## src/rtl/rv0_fpu_ctrl_pkg.sv

```systemverilog
// rv0_fpu_ctrl_pkg
//   Shared definitions for the FP sequencer: RV32F opcode/funct encodings,
//   rounding modes, FP CSR addresses, fflags bit positions, the sequencer
//   state type and the issue-time legality check.
package rv0_fpu_ctrl_pkg;

  localparam logic [6:0] OP_FP           = 7'b1010011;

  localparam logic [6:0] FUNCT7_FADD_S      = 7'b0000000;
  localparam logic [6:0] FUNCT7_FSUB_S      = 7'b0000100;
  localparam logic [6:0] FUNCT7_FMUL_S      = 7'b0001000;
  localparam logic [6:0] FUNCT7_FMIN_FMAX_S = 7'b0010100;

  localparam logic [2:0] RNE = 3'd0;
  localparam logic [2:0] RTZ = 3'd1;
  localparam logic [2:0] RDN = 3'd2;
  localparam logic [2:0] RUP = 3'd3;
  localparam logic [2:0] RMM = 3'd4;
  localparam logic [2:0] DYN = 3'd7;

  localparam logic [2:0] FMIN = 3'b000;
  localparam logic [2:0] FMAX = 3'b001;

  localparam logic [11:0] CSR_FFLAGS = 12'h001;
  localparam logic [11:0] CSR_FRM    = 12'h002;
  localparam logic [11:0] CSR_FCSR   = 12'h003;

  localparam int unsigned FFLAG_NV = 4;
  localparam int unsigned FFLAG_DZ = 3;
  localparam int unsigned FFLAG_OF = 2;
  localparam int unsigned FFLAG_UF = 1;
  localparam int unsigned FFLAG_NX = 0;

  typedef enum logic [1:0] {
    IDLE = 2'd0,
    EXEC = 2'd1,
    RESP = 2'd2
  } fpu_state_e;

  // Rounding only matters for the arithmetic ops; min/max reuse funct3 as
  // the min/max select, so the rm check must not be applied to them.
  function automatic logic fpu_insn_legal(input logic [31:0] insn,
                                          input logic [2:0]  frm);
    logic [2:0] f3;
    logic [2:0] rm;
    f3 = insn[14:12];
    rm = (f3 == DYN) ? frm : f3;
    if (insn[6:0] != OP_FP) return 1'b0;
    case (insn[31:25])
      FUNCT7_FADD_S,
      FUNCT7_FSUB_S,
      FUNCT7_FMUL_S:      return rm inside {RNE, RTZ, RDN, RUP, RMM};
      FUNCT7_FMIN_FMAX_S: return f3 inside {FMIN, FMAX};
      default:            return 1'b0;
    endcase
  endfunction

endpackage

```

## src/rtl/rv0_fpu_ctrl_if.sv

```systemverilog
// rv0_fpu_ctrl_if
//   Issue/response handshake between the core (master) and the FP
//   sequencer (slave).
//   master drives: fpu_req_valid, fpu_req_insn, fpu_req_rdata1/2,
//                  fpu_flush, fpu_rsp_ready
//   slave drives:  fpu_req_ready, fpu_rsp_valid, fpu_rsp_wdata,
//                  fpu_rsp_rd, fpu_rsp_illegal
interface rv0_fpu_ctrl_if #(
  parameter int unsigned FLEN = 32
);

  logic            fpu_req_valid;
  logic            fpu_req_ready;
  logic [31:0]     fpu_req_insn;
  logic [FLEN-1:0] fpu_req_rdata1;
  logic [FLEN-1:0] fpu_req_rdata2;
  logic            fpu_flush;
  logic            fpu_rsp_valid;
  logic            fpu_rsp_ready;
  logic [FLEN-1:0] fpu_rsp_wdata;
  logic [4:0]      fpu_rsp_rd;
  logic            fpu_rsp_illegal;

  modport master (
    output fpu_req_valid, fpu_req_insn, fpu_req_rdata1, fpu_req_rdata2,
           fpu_flush, fpu_rsp_ready,
    input  fpu_req_ready, fpu_rsp_valid, fpu_rsp_wdata, fpu_rsp_rd,
           fpu_rsp_illegal
  );

  modport slave (
    input  fpu_req_valid, fpu_req_insn, fpu_req_rdata1, fpu_req_rdata2,
           fpu_flush, fpu_rsp_ready,
    output fpu_req_ready, fpu_rsp_valid, fpu_rsp_wdata, fpu_rsp_rd,
           fpu_rsp_illegal
  );

endinterface

```

## src/rtl/rv0_fpu_ctrl_csr.sv

```systemverilog
// rv0_fpu_ctrl_csr
//   frm/fflags architectural registers, CSR read mux and flag accrual.
//   clk_i, rst_i        clock, async active-high reset
//   csr_we_i/addr/wdata CSR write port
//   csr_rdata_o         combinational read of csr_addr_i
//   accrue_en_i         OR accrue_flags_i into fflags this cycle
//   frm_o, fflags_o     current register values
module rv0_fpu_ctrl_csr
  import rv0_fpu_ctrl_pkg::*;
(
  input  logic        clk_i,
  input  logic        rst_i,
  input  logic        csr_we_i,
  input  logic [11:0] csr_addr_i,
  input  logic [31:0] csr_wdata_i,
  output logic [31:0] csr_rdata_o,
  input  logic        accrue_en_i,
  input  logic [4:0]  accrue_flags_i,
  output logic [2:0]  frm_o,
  output logic [4:0]  fflags_o
);

  logic [2:0] frm_q;
  logic [4:0] fflags_q;
  logic [2:0] frm_d;
  logic [4:0] fflags_d;
  logic       unused_wdata_hi;

  assign unused_wdata_hi = ^csr_wdata_i[31:8];

  // A software write and a retiring op can land in the same cycle; the
  // written value is the base and the op's flags are still merged in.
  always_comb begin
    frm_d    = frm_q;
    fflags_d = fflags_q;
    if (csr_we_i) begin
      case (csr_addr_i)
        CSR_FFLAGS: fflags_d = csr_wdata_i[4:0];
        CSR_FRM:    frm_d    = csr_wdata_i[2:0];
        CSR_FCSR: begin
          frm_d    = csr_wdata_i[7:5];
          fflags_d = csr_wdata_i[4:0];
        end
        default: ;
      endcase
    end
    if (accrue_en_i) fflags_d = fflags_d | accrue_flags_i;
  end

  always_ff @(posedge clk_i or posedge rst_i) begin
    if (rst_i) begin
      frm_q    <= '0;
      fflags_q <= '0;
    end else begin
      frm_q    <= frm_d;
      fflags_q <= fflags_d;
    end
  end

  always_comb begin
    csr_rdata_o = '0;
    case (csr_addr_i)
      CSR_FFLAGS: csr_rdata_o = {27'b0, fflags_q};
      CSR_FRM:    csr_rdata_o = {29'b0, frm_q};
      CSR_FCSR:   csr_rdata_o = {24'b0, frm_q, fflags_q};
      default:    csr_rdata_o = '0;
    endcase
  end

  assign frm_o    = frm_q;
  assign fflags_o = fflags_q;

endmodule

```

## src/rtl/rv0_fpu_ctrl.sv

```systemverilog
// rv0_fpu_ctrl
//   Sequencer for the combinational single-precision FP ALU. Accepts one
//   instruction, holds its operands stable for FPU_LAT cycles (multicycle
//   path into the ALU), captures result/flags, returns them over a
//   valid/ready response and accrues flags into fflags on the handshake.
//   clk_i, rst_i      clock, async active-high reset
//   fpu               issue/response handshake (slave side) incl. flush
//   alu_f_*_o/_i      latched operands out to / result and flags in from ALU
//   csr_*             CSR read/write port for fflags/frm/fcsr
//   fcsr_frm_o/fflags_o current architectural frm / fflags
module rv0_fpu_ctrl
  import rv0_fpu_ctrl_pkg::*;
#(
  parameter int unsigned FLEN    = 32,
  parameter int unsigned FPU_LAT = 2
) (
  input  logic            clk_i,
  input  logic            rst_i,
  rv0_fpu_ctrl_if.slave   fpu,
  output logic [31:0]     alu_f_insn_o,
  output logic [FLEN-1:0] alu_f_rdata1_o,
  output logic [FLEN-1:0] alu_f_rdata2_o,
  output logic [2:0]      alu_f_frm_o,
  input  logic [FLEN-1:0] alu_f_wdata_i,
  input  logic [4:0]      alu_f_fflags_i,
  input  logic            csr_we_i,
  input  logic [11:0]     csr_addr_i,
  input  logic [31:0]     csr_wdata_i,
  output logic [31:0]     csr_rdata_o,
  output logic [2:0]      fcsr_frm_o,
  output logic [4:0]      fcsr_fflags_o
);

  localparam int unsigned CNT_W = (FPU_LAT > 1) ? $clog2(FPU_LAT) : 1;
  localparam logic [CNT_W-1:0] CNT_INIT = CNT_W'(FPU_LAT - 1);

  fpu_state_e      state_q;
  logic [CNT_W-1:0] cnt_q;
  logic [31:0]     insn_q;
  logic [FLEN-1:0] rs1_q;
  logic [FLEN-1:0] rs2_q;
  logic [2:0]      frm_q;
  logic [FLEN-1:0] rsp_wdata_q;
  logic [4:0]      rsp_flags_q;
  logic            illegal_q;

  logic accept;
  logic insn_legal;
  logic accrue_en;

  assign fpu.fpu_req_ready = (state_q == IDLE) && !fpu.fpu_flush;
  assign accept            = fpu.fpu_req_valid && fpu.fpu_req_ready;
  // Checked against the pre-write frm so a same-cycle FRM write cannot
  // change the rm an already-accepted op resolves to.
  assign insn_legal        = fpu_insn_legal(fpu.fpu_req_insn, fcsr_frm_o);
  assign accrue_en         = (state_q == RESP) && fpu.fpu_rsp_ready && !fpu.fpu_flush;

  always_ff @(posedge clk_i or posedge rst_i) begin
    if (rst_i) begin
      state_q     <= IDLE;
      cnt_q       <= '0;
      insn_q      <= '0;
      rs1_q       <= '0;
      rs2_q       <= '0;
      frm_q       <= '0;
      rsp_wdata_q <= '0;
      rsp_flags_q <= '0;
      illegal_q   <= 1'b0;
    end else begin
      case (state_q)
        IDLE: begin
          if (accept) begin
            insn_q <= fpu.fpu_req_insn;
            rs1_q  <= fpu.fpu_req_rdata1;
            rs2_q  <= fpu.fpu_req_rdata2;
            frm_q  <= fcsr_frm_o;
            if (insn_legal) begin
              state_q   <= EXEC;
              cnt_q     <= CNT_INIT;
              illegal_q <= 1'b0;
            end else begin
              state_q     <= RESP;
              illegal_q   <= 1'b1;
              rsp_wdata_q <= '0;
              rsp_flags_q <= '0;
            end
          end
        end
        EXEC: begin
          if (fpu.fpu_flush) begin
            state_q <= IDLE;
          end else if (cnt_q == '0) begin
            rsp_wdata_q <= alu_f_wdata_i;
            rsp_flags_q <= alu_f_fflags_i;
            state_q     <= RESP;
          end else begin
            cnt_q <= cnt_q - 1'b1;
          end
        end
        RESP: begin
          if (fpu.fpu_flush || fpu.fpu_rsp_ready) state_q <= IDLE;
        end
        default: state_q <= IDLE;
      endcase
    end
  end

  assign alu_f_insn_o   = insn_q;
  assign alu_f_rdata1_o = rs1_q;
  assign alu_f_rdata2_o = rs2_q;
  assign alu_f_frm_o    = frm_q;

  assign fpu.fpu_rsp_valid   = (state_q == RESP);
  assign fpu.fpu_rsp_wdata   = rsp_wdata_q;
  assign fpu.fpu_rsp_rd      = insn_q[11:7];
  assign fpu.fpu_rsp_illegal = illegal_q;

  rv0_fpu_ctrl_csr u_csr (
    .clk_i          (clk_i),
    .rst_i          (rst_i),
    .csr_we_i       (csr_we_i),
    .csr_addr_i     (csr_addr_i),
    .csr_wdata_i    (csr_wdata_i),
    .csr_rdata_o    (csr_rdata_o),
    .accrue_en_i    (accrue_en),
    .accrue_flags_i (rsp_flags_q),
    .frm_o          (fcsr_frm_o),
    .fflags_o       (fcsr_fflags_o)
  );

endmodule

```

## src/flat_wrapper.sv

```systemverilog
// flat-port wrapper written by rule: the top's interface ports become plain ports
module rv0_fpu_ctrl_flat import rv0_fpu_ctrl_pkg::*;
#(
  parameter int unsigned FLEN    = 32,
  parameter int unsigned FPU_LAT = 2
)
  (clk_i, rst_i, alu_f_insn_o, alu_f_rdata1_o, alu_f_rdata2_o, alu_f_frm_o, alu_f_wdata_i, alu_f_fflags_i, csr_we_i, csr_addr_i, csr_wdata_i, csr_rdata_o, fcsr_frm_o, fcsr_fflags_o, fpu_fpu_req_valid, fpu_fpu_req_insn, fpu_fpu_req_rdata1, fpu_fpu_req_rdata2, fpu_fpu_flush, fpu_fpu_rsp_ready, fpu_fpu_req_ready, fpu_fpu_rsp_valid, fpu_fpu_rsp_wdata, fpu_fpu_rsp_rd, fpu_fpu_rsp_illegal);
  rv0_fpu_ctrl_if #(.FLEN(FLEN)) fpu_i ();
  input  logic clk_i;
  input  logic rst_i;
  output logic [31:0] alu_f_insn_o;
  output logic [FLEN-1:0] alu_f_rdata1_o;
  output logic [FLEN-1:0] alu_f_rdata2_o;
  output logic [2:0] alu_f_frm_o;
  input  logic [FLEN-1:0] alu_f_wdata_i;
  input  logic [4:0] alu_f_fflags_i;
  input  logic csr_we_i;
  input  logic [11:0] csr_addr_i;
  input  logic [31:0] csr_wdata_i;
  output logic [31:0] csr_rdata_o;
  output logic [2:0] fcsr_frm_o;
  output logic [4:0] fcsr_fflags_o;
  input wire logic [$bits(fpu_i.fpu_req_valid)-1:0] fpu_fpu_req_valid;
  input wire logic [$bits(fpu_i.fpu_req_insn)-1:0] fpu_fpu_req_insn;
  input wire logic [$bits(fpu_i.fpu_req_rdata1)-1:0] fpu_fpu_req_rdata1;
  input wire logic [$bits(fpu_i.fpu_req_rdata2)-1:0] fpu_fpu_req_rdata2;
  input wire logic [$bits(fpu_i.fpu_flush)-1:0] fpu_fpu_flush;
  input wire logic [$bits(fpu_i.fpu_rsp_ready)-1:0] fpu_fpu_rsp_ready;
  output wire logic [$bits(fpu_i.fpu_req_ready)-1:0] fpu_fpu_req_ready;
  output wire logic [$bits(fpu_i.fpu_rsp_valid)-1:0] fpu_fpu_rsp_valid;
  output wire logic [$bits(fpu_i.fpu_rsp_wdata)-1:0] fpu_fpu_rsp_wdata;
  output wire logic [$bits(fpu_i.fpu_rsp_rd)-1:0] fpu_fpu_rsp_rd;
  output wire logic [$bits(fpu_i.fpu_rsp_illegal)-1:0] fpu_fpu_rsp_illegal;
  assign fpu_i.fpu_req_valid = fpu_fpu_req_valid;
  assign fpu_i.fpu_req_insn = fpu_fpu_req_insn;
  assign fpu_i.fpu_req_rdata1 = fpu_fpu_req_rdata1;
  assign fpu_i.fpu_req_rdata2 = fpu_fpu_req_rdata2;
  assign fpu_i.fpu_flush = fpu_fpu_flush;
  assign fpu_i.fpu_rsp_ready = fpu_fpu_rsp_ready;
  assign fpu_fpu_req_ready = fpu_i.fpu_req_ready;
  assign fpu_fpu_rsp_valid = fpu_i.fpu_rsp_valid;
  assign fpu_fpu_rsp_wdata = fpu_i.fpu_rsp_wdata;
  assign fpu_fpu_rsp_rd = fpu_i.fpu_rsp_rd;
  assign fpu_fpu_rsp_illegal = fpu_i.fpu_rsp_illegal;
  rv0_fpu_ctrl #(.FLEN(FLEN), .FPU_LAT(FPU_LAT)) u_core (.clk_i(clk_i), .rst_i(rst_i), .fpu(fpu_i), .alu_f_insn_o(alu_f_insn_o), .alu_f_rdata1_o(alu_f_rdata1_o), .alu_f_rdata2_o(alu_f_rdata2_o), .alu_f_frm_o(alu_f_frm_o), .alu_f_wdata_i(alu_f_wdata_i), .alu_f_fflags_i(alu_f_fflags_i), .csr_we_i(csr_we_i), .csr_addr_i(csr_addr_i), .csr_wdata_i(csr_wdata_i), .csr_rdata_o(csr_rdata_o), .fcsr_frm_o(fcsr_frm_o), .fcsr_fflags_o(fcsr_fflags_o));
endmodule
```

## config.mk

```make
export PLATFORM = sky130hd
export DESIGN_NAME = rv0_fpu_ctrl_flat
export DESIGN_NICKNAME = d
export VERILOG_FILES = /design/src/rtl/rv0_fpu_ctrl_pkg.sv /design/src/rtl/rv0_fpu_ctrl_if.sv /design/src/rtl/rv0_fpu_ctrl_csr.sv /design/src/rtl/rv0_fpu_ctrl.sv /design/src/flat_wrapper.sv
export SDC_FILE = /design/constraint.sdc
export NUM_CORES = 1
export LEC_CHECK = 0
export CAP_MARGIN = 10
export CORE_UTILIZATION = 30
export CTS_CLUSTER_DIAMETER = 150
export CTS_CLUSTER_SIZE = 8
export DETAILED_ROUTE_END_ITERATION = 10
export GPL_TIMING_DRIVEN = 1
export PLACE_DENSITY = 0.68
export SYNTH_ARGS = -nofsm -noshare
export SYNTH_HDL_FRONTEND = slang
export SYNTH_SLANG_ARGS = --single-unit
```

## constraint.sdc

```tcl
create_clock -name clk_i -period 4.8 [get_ports clk_i]
set_input_delay 0.96 -clock clk_i [delete_from_list [all_inputs] [get_ports clk_i]]
set_output_delay 0.96 -clock clk_i [all_outputs]
set_load 0.01 [all_outputs]
```

* Word-level counts from Yosys, hierarchy flattened
Index checks and enable logic that the tools add are counted.
** Word-level totals
- Word-level logic and storage cells :: 88
- Input port bits :: 183
- Register bits :: 148
** Operators by class
- Muxes and demuxes :: 32
- Bitwise logic cells :: 1
- Reductions and logical operators :: 21
- Add/subtract/negate cells :: 1
- Eq/ne operators :: 22
** Operators with widths (count)
- two-way mux 32 bit :: 4
- one-hot mux 32 bit (2 select lines) :: 1
- two-way mux 5 bit :: 7
- == test 12 x 2 -> 1 bit, second input constant :: 2
- one-hot mux 8 bit (3 select lines) :: 1
- == test 12 x 1 -> 1 bit, second input constant :: 1
- two-way mux 2 bit :: 5
- one-hot mux 5 bit (2 select lines) :: 1
- two-way mux 1 bit :: 8
- == test 7 x 3 -> 1 bit, second input constant :: 1
- == test 7 x 4 -> 1 bit, second input constant :: 1
- == test 7 x 5 -> 1 bit, second input constant :: 1
- zero test 7 bit :: 1
- inequality test 7 bit, second input constant :: 1
- == test 3 x 1 -> 1 bit, second input constant :: 2
- == test 3 x 2 -> 1 bit, second input constant :: 2
- == test 3 bit, second input constant :: 2
- zero test 3 bit :: 2
- inequality test 2 x 1 -> 1 bit, second input constant :: 3
- inequality test 2 bit, second input constant :: 3
- one-hot mux 2 bit (3 select lines) :: 1
- one-hot mux 3 bit (2 select lines) :: 1
- nonzero test 2 bit :: 3
- OR 5 bit :: 1
- 17 further kinds :: 22

* Longest topological paths before layout
- Word-level depth :: 9
- Depth in mapped cells :: 8
- Depth with buffers taken out :: 4

* Cells and area by module
Synthesis repeated with hierarchy kept, for this count alone.
** Second synthesis, totals
- Cells, all modules :: 503
- Area, all modules :: 6490.0 sq um
** Modules (own cells, without submodules)
- rv0_fpu_ctrl :: area each 5744.3 sq um, instances 1, cells an instance 417, seq. area each 3503.4 sq um
- rv0_fpu_ctrl_csr :: area each 745.7 sq um, instances 1, cells an instance 86, seq. area each 200.2 sq um

* Worst setup path before layout
No wires, ideal clock.
- Kind :: input-to-output
- Start :: input csr_addr_i[7]
- End :: output csr_rdata_o[5]
- Cell stages on the path :: 5
- Arrival :: 2.287 ns
- Path slack :: 1.553 ns
- Cell sequence :: or4_4 > nor4_4 > buf_4 > and3_1 > and2_1
** Between the ends
- Cells in the longest elaborated chain, start to end :: 2
- Elaborated cells between the ends (all ways) :: 4
- Those cells by class :: eq/ne (3); mux (1)
** Ends and longest elaborated chain
- start: declaration :: RTL line flat_wrapper.sv:18 : input logic [11:0] csr_addr_i;
- == test 12 x 2 -> 1 bit or == test 12 x 1 -> 1 bit (tied branches) :: RTL line rv0_fpu_ctrl_csr.sv:62 : case (csr_addr_i)
- one-hot mux 8 bit (3 select lines) (*) :: RTL line rv0_fpu_ctrl_csr.sv:62
- end: declaration :: RTL line flat_wrapper.sv:20 : output logic [31:0] csr_rdata_o;
Every way passes the cells marked *; elsewhere a longest branch is shown, timed or not.

* Worst setup path after layout
Ends and elaborated chain as after synthesis.

==> flow_summary.toml <==
[grt]
grt_pass1_wl_microns = 31000
grt_antenna_before_repair = 0
overflow = 0
grt_usage = 0.179
grt_start_max_net_pins = 149
grt_pass1_vias = 5931

[pwr]
pwr_density_cell_mw_per_mm2 = 355
vdd_drop_max_mv = 0.234
pwr-share-clk = 0.395
p_sw_uw = 983
total_leakage_power_uw = 0.00466
p_seq_frac = 0.400
switching_share = 0.269
combPwrFrac = 0.205
internal_power_uw = 2680

[run_status]
outcome = "finished, final reports clean"

[yosys]
syn_area_per_cell_sq_um = 8.82
synthFlopType = "dfrtp_1"
ys_ff_latch = 148
synth_edf_count = 0
yosys_warnings = 0
netlist_area_sq_mm = 0.00640
synth.distinct_cells = 37
synthArstFlopShare = 1.00
synth_cells = 725
seq_area_frac_synth = 0.579

[critical_path]
slowest_stage = "or4_4"
reg2reg_from = "u_core.state_q[0]"
r2r-end = "u_core.alu_f_insn_o[29]"
crit_arrival_ns = 3.22
critPathRequiredTime_ns = 3.84
crit_fanout = 13
r2r_cells = 5
max_stage_delay_ns = 0.54
critPathLaunch = "csr_addr_i[7]"
end_kind = "output pin"
crit_chain = "clkdlybuf4s50_1 -> or4_4 -> nor4_4 -> buf_4 -> and3_1 -> and2_1 -> clkdlybuf4s50_1"
critPathMostFrequentCell = "clkdlybuf4s50_1"
path_class = "input pin to output pin"
r2r_slack_ns = 2.48
cp-start-kind = "input pin"

[drt]
drtPass1Iterations = 4
wl_microns = 19400
vias_per_cell = 4.52
drtIter0Drc = 242
wl_per_cell_microns = 14.9
ant_nets = 0
drc = 0
vias = 5899

[clock_tree]
htree_levels = 4
cts_tree = "done"
post_cts_buffers = 0
clkLatencyLatePin_ns = 0.41
clockBufferDepth = 2
clk_pin_slew_ns = 0.06
clock_sinks = 148
post_cts_resized = 0
cts_buffers = 17
root_buffer = "clkbuf_16"
ctsHoldBuffers = 0

[sta]
finalHoldViolCount = 0
rsz0062_at_grt = "false"
min_period_ns = 4.18
period_share = 0.871
slew_viol_final = 0
fin_setup_tns_ns = 0
setup_violations = 0
worst-slew-pin-transition_ns = 0.924
finClkSkew_ns = 0.0131
fmax_mhz = 239
slew_headroom = 0.383

[worst_hold_path]
hold_class = "flip-flop to flip-flop"
hp-start = "u_core.alu_f_insn_o[13]"
holdPathEnd = "u_core.alu_f_insn_o[13]"
min_path_cells = 2

[finish]
drive_above_1_share = 0.0466
n_antenna_cell = 0
nNetsFinal = 1201
final_core_util = 0.493
area_delta_synth_final_pct = 61.4

[placed_design]
port_buffers = 313
gp_congestion = 0.792
place_hpwl_microns = 13100

[floorplan]
die_y_microns = 148
dieArea_sq_mm = 0.0219
row_count = 53
start_util = 0.305
pin_count = 362
core_sq_mm = 0.0210
die_w_microns = 148

[job]
drv_cap = 0
-- cells in the final DEF (no fill, tap or decap), drive strengths merged, types with 2 or more instances in the layout --
| cell | count |
|---|---|
| nand2 | 364 |
| clkbuf | 19 |
| o21ai | 16 |
| and4 | 2 |
| inv | 9 |
| and2 | 4 |
| dfrtp | 148 |
| nor2 | 3 |
| conb | 24 |
| nor2b | 5 |
| buf | 8 |
| a221o | 2 |
| mux2i | 6 |
| a22oi | 16 |
| clkinv | 3 |
| or4 | 2 |
| nand3 | 27 |
| o211ai | 26 |
| clkdlybuf4s50 | 313 |
| nor4 | 2 |
| and3 | 5 |
| a21oi | 9 |
| a31oi | 3 |
| bufinv | 3 |
-- worst max-delay path, delay by kind of cell --
| kind | cells | cell delay, ns |
|---|---|---|
| and+or+nand+nor | 4 | 1.11 |
| buffers and inverters | 3 | 1.15 |
-- registers in the layout, indices dropped and copies added (netlist names) --
signal and flops:
u_core.alu_f_frm_o 3, u_core.alu_f_rdata1_o 32, u_core.state_q 2, u_core.alu_f_rdata2_o 32
u_core.u_csr.fflags_o 5, u_core.alu_f_insn_o 32, u_core.u_csr.frm_o 3, u_core.fpu.fpu_rsp_wdata 32
u_core.fpu.fpu_rsp_illegal 1, u_core.rsp_flags_q 5, u_core.cnt_q 1
-- cells in the mapped netlist (2+ instances only) --
| master | count | area [sq um] |
|---|---|---|
| nand3_1 | 26 | 130 |
| o21ai_0 | 16 | 80.1 |
| clkbuf_1 | 33 | 124 |
| mux2i_1 | 6 | 60.1 |
| buf_4 | 31 | 233 |
| nor2_1 | 3 | 11.3 |
| a221o_1 | 2 | 20.0 |
| nor2b_1 | 5 | 31.3 |
| dfrtp_1 | 148 | 3700 |
| nand2_1 | 364 | 1370 |
| and4_1 | 2 | 17.5 |
| and3_1 | 5 | 31.3 |
| and2_1 | 4 | 25.0 |
| inv_1 | 3 | 11.3 |
| a31oi_1 | 3 | 18.8 |
| a21oi_1 | 9 | 45.0 |
| buf_2 | 3 | 15.0 |
| a22oi_1 | 16 | 120 |
| o211ai_1 | 26 | 195 |
| buf_1 | 3 | 11.3 |
-- per-stage QoR --
step	hold WS (ns)	instance area [sq um]	instances	total power (uW)	setup slack [ns]
after detailed placement	0.461	9680	1274	2250	0.617
final	0.470	10300	1306	3660	0.621
after global routing	0.496	10300	1306	3840	0.526
after global placement	0.456	9680	1274	2240	0.642
after CTS	0.477	10300	1306	3720	0.611
after floorplan	0.489	6490	748	1760	1.55
-- layout make-up --
class                   instances  area, sq um
flip-flops and latches        148         3700
repair buffers                321         3220
clock buffers                  19          453
clock inverters                13          185
inverters                       3         15.0
fillers                      1985        10600
well taps                     275          344
multi-input cells             527         2400
-- power groups by stage --
| stage | combinational (uW) | sequential (uW) | clock (uW) |
|---|---|---|---|
| floorplan | 215 | 1550 | 0 |
| global placement | 758 | 1480 | 0 |
| detailed placement | 764 | 1480 | 0 |
| CTS | 765 | 1460 | 1490 |
| global route | 824 | 1480 | 1540 |
| finish | 752 | 1460 | 1440 |
-- how the worst max path moves through the flow --
stage                     endpoint  cells after the start
global placement    csr_rdata_o[6]                      7
finish              csr_rdata_o[5]                      7
global route        csr_rdata_o[5]                      7
detailed placement  csr_rdata_o[5]                      7
floorplan           csr_rdata_o[5]                      5
CTS                 csr_rdata_o[5]                      7
-- cell families after synthesis --
| logic type | after synthesis | share of synthesized area |
|---|---|---|
| flops | 148 | 0.579 |
| compound gates | 77 | 0.0820 |
| simple gates | 419 | 0.266 |
| other cells | 1 | 0.000586 |
| mux | 7 | 0.0111 |
| buf+inv | 73 | 0.0616 |
-- per-layer routing --
metal  GRT usage  up-vias  part of all wire
li1            -     2884                 -
met3      0.0719       17              0.10
met1       0.220     2746              0.42
met4      0.0531        0             0.013
met5           0        -                 0
met2       0.290      252              0.47
Power figures use the tool's default switching activity.
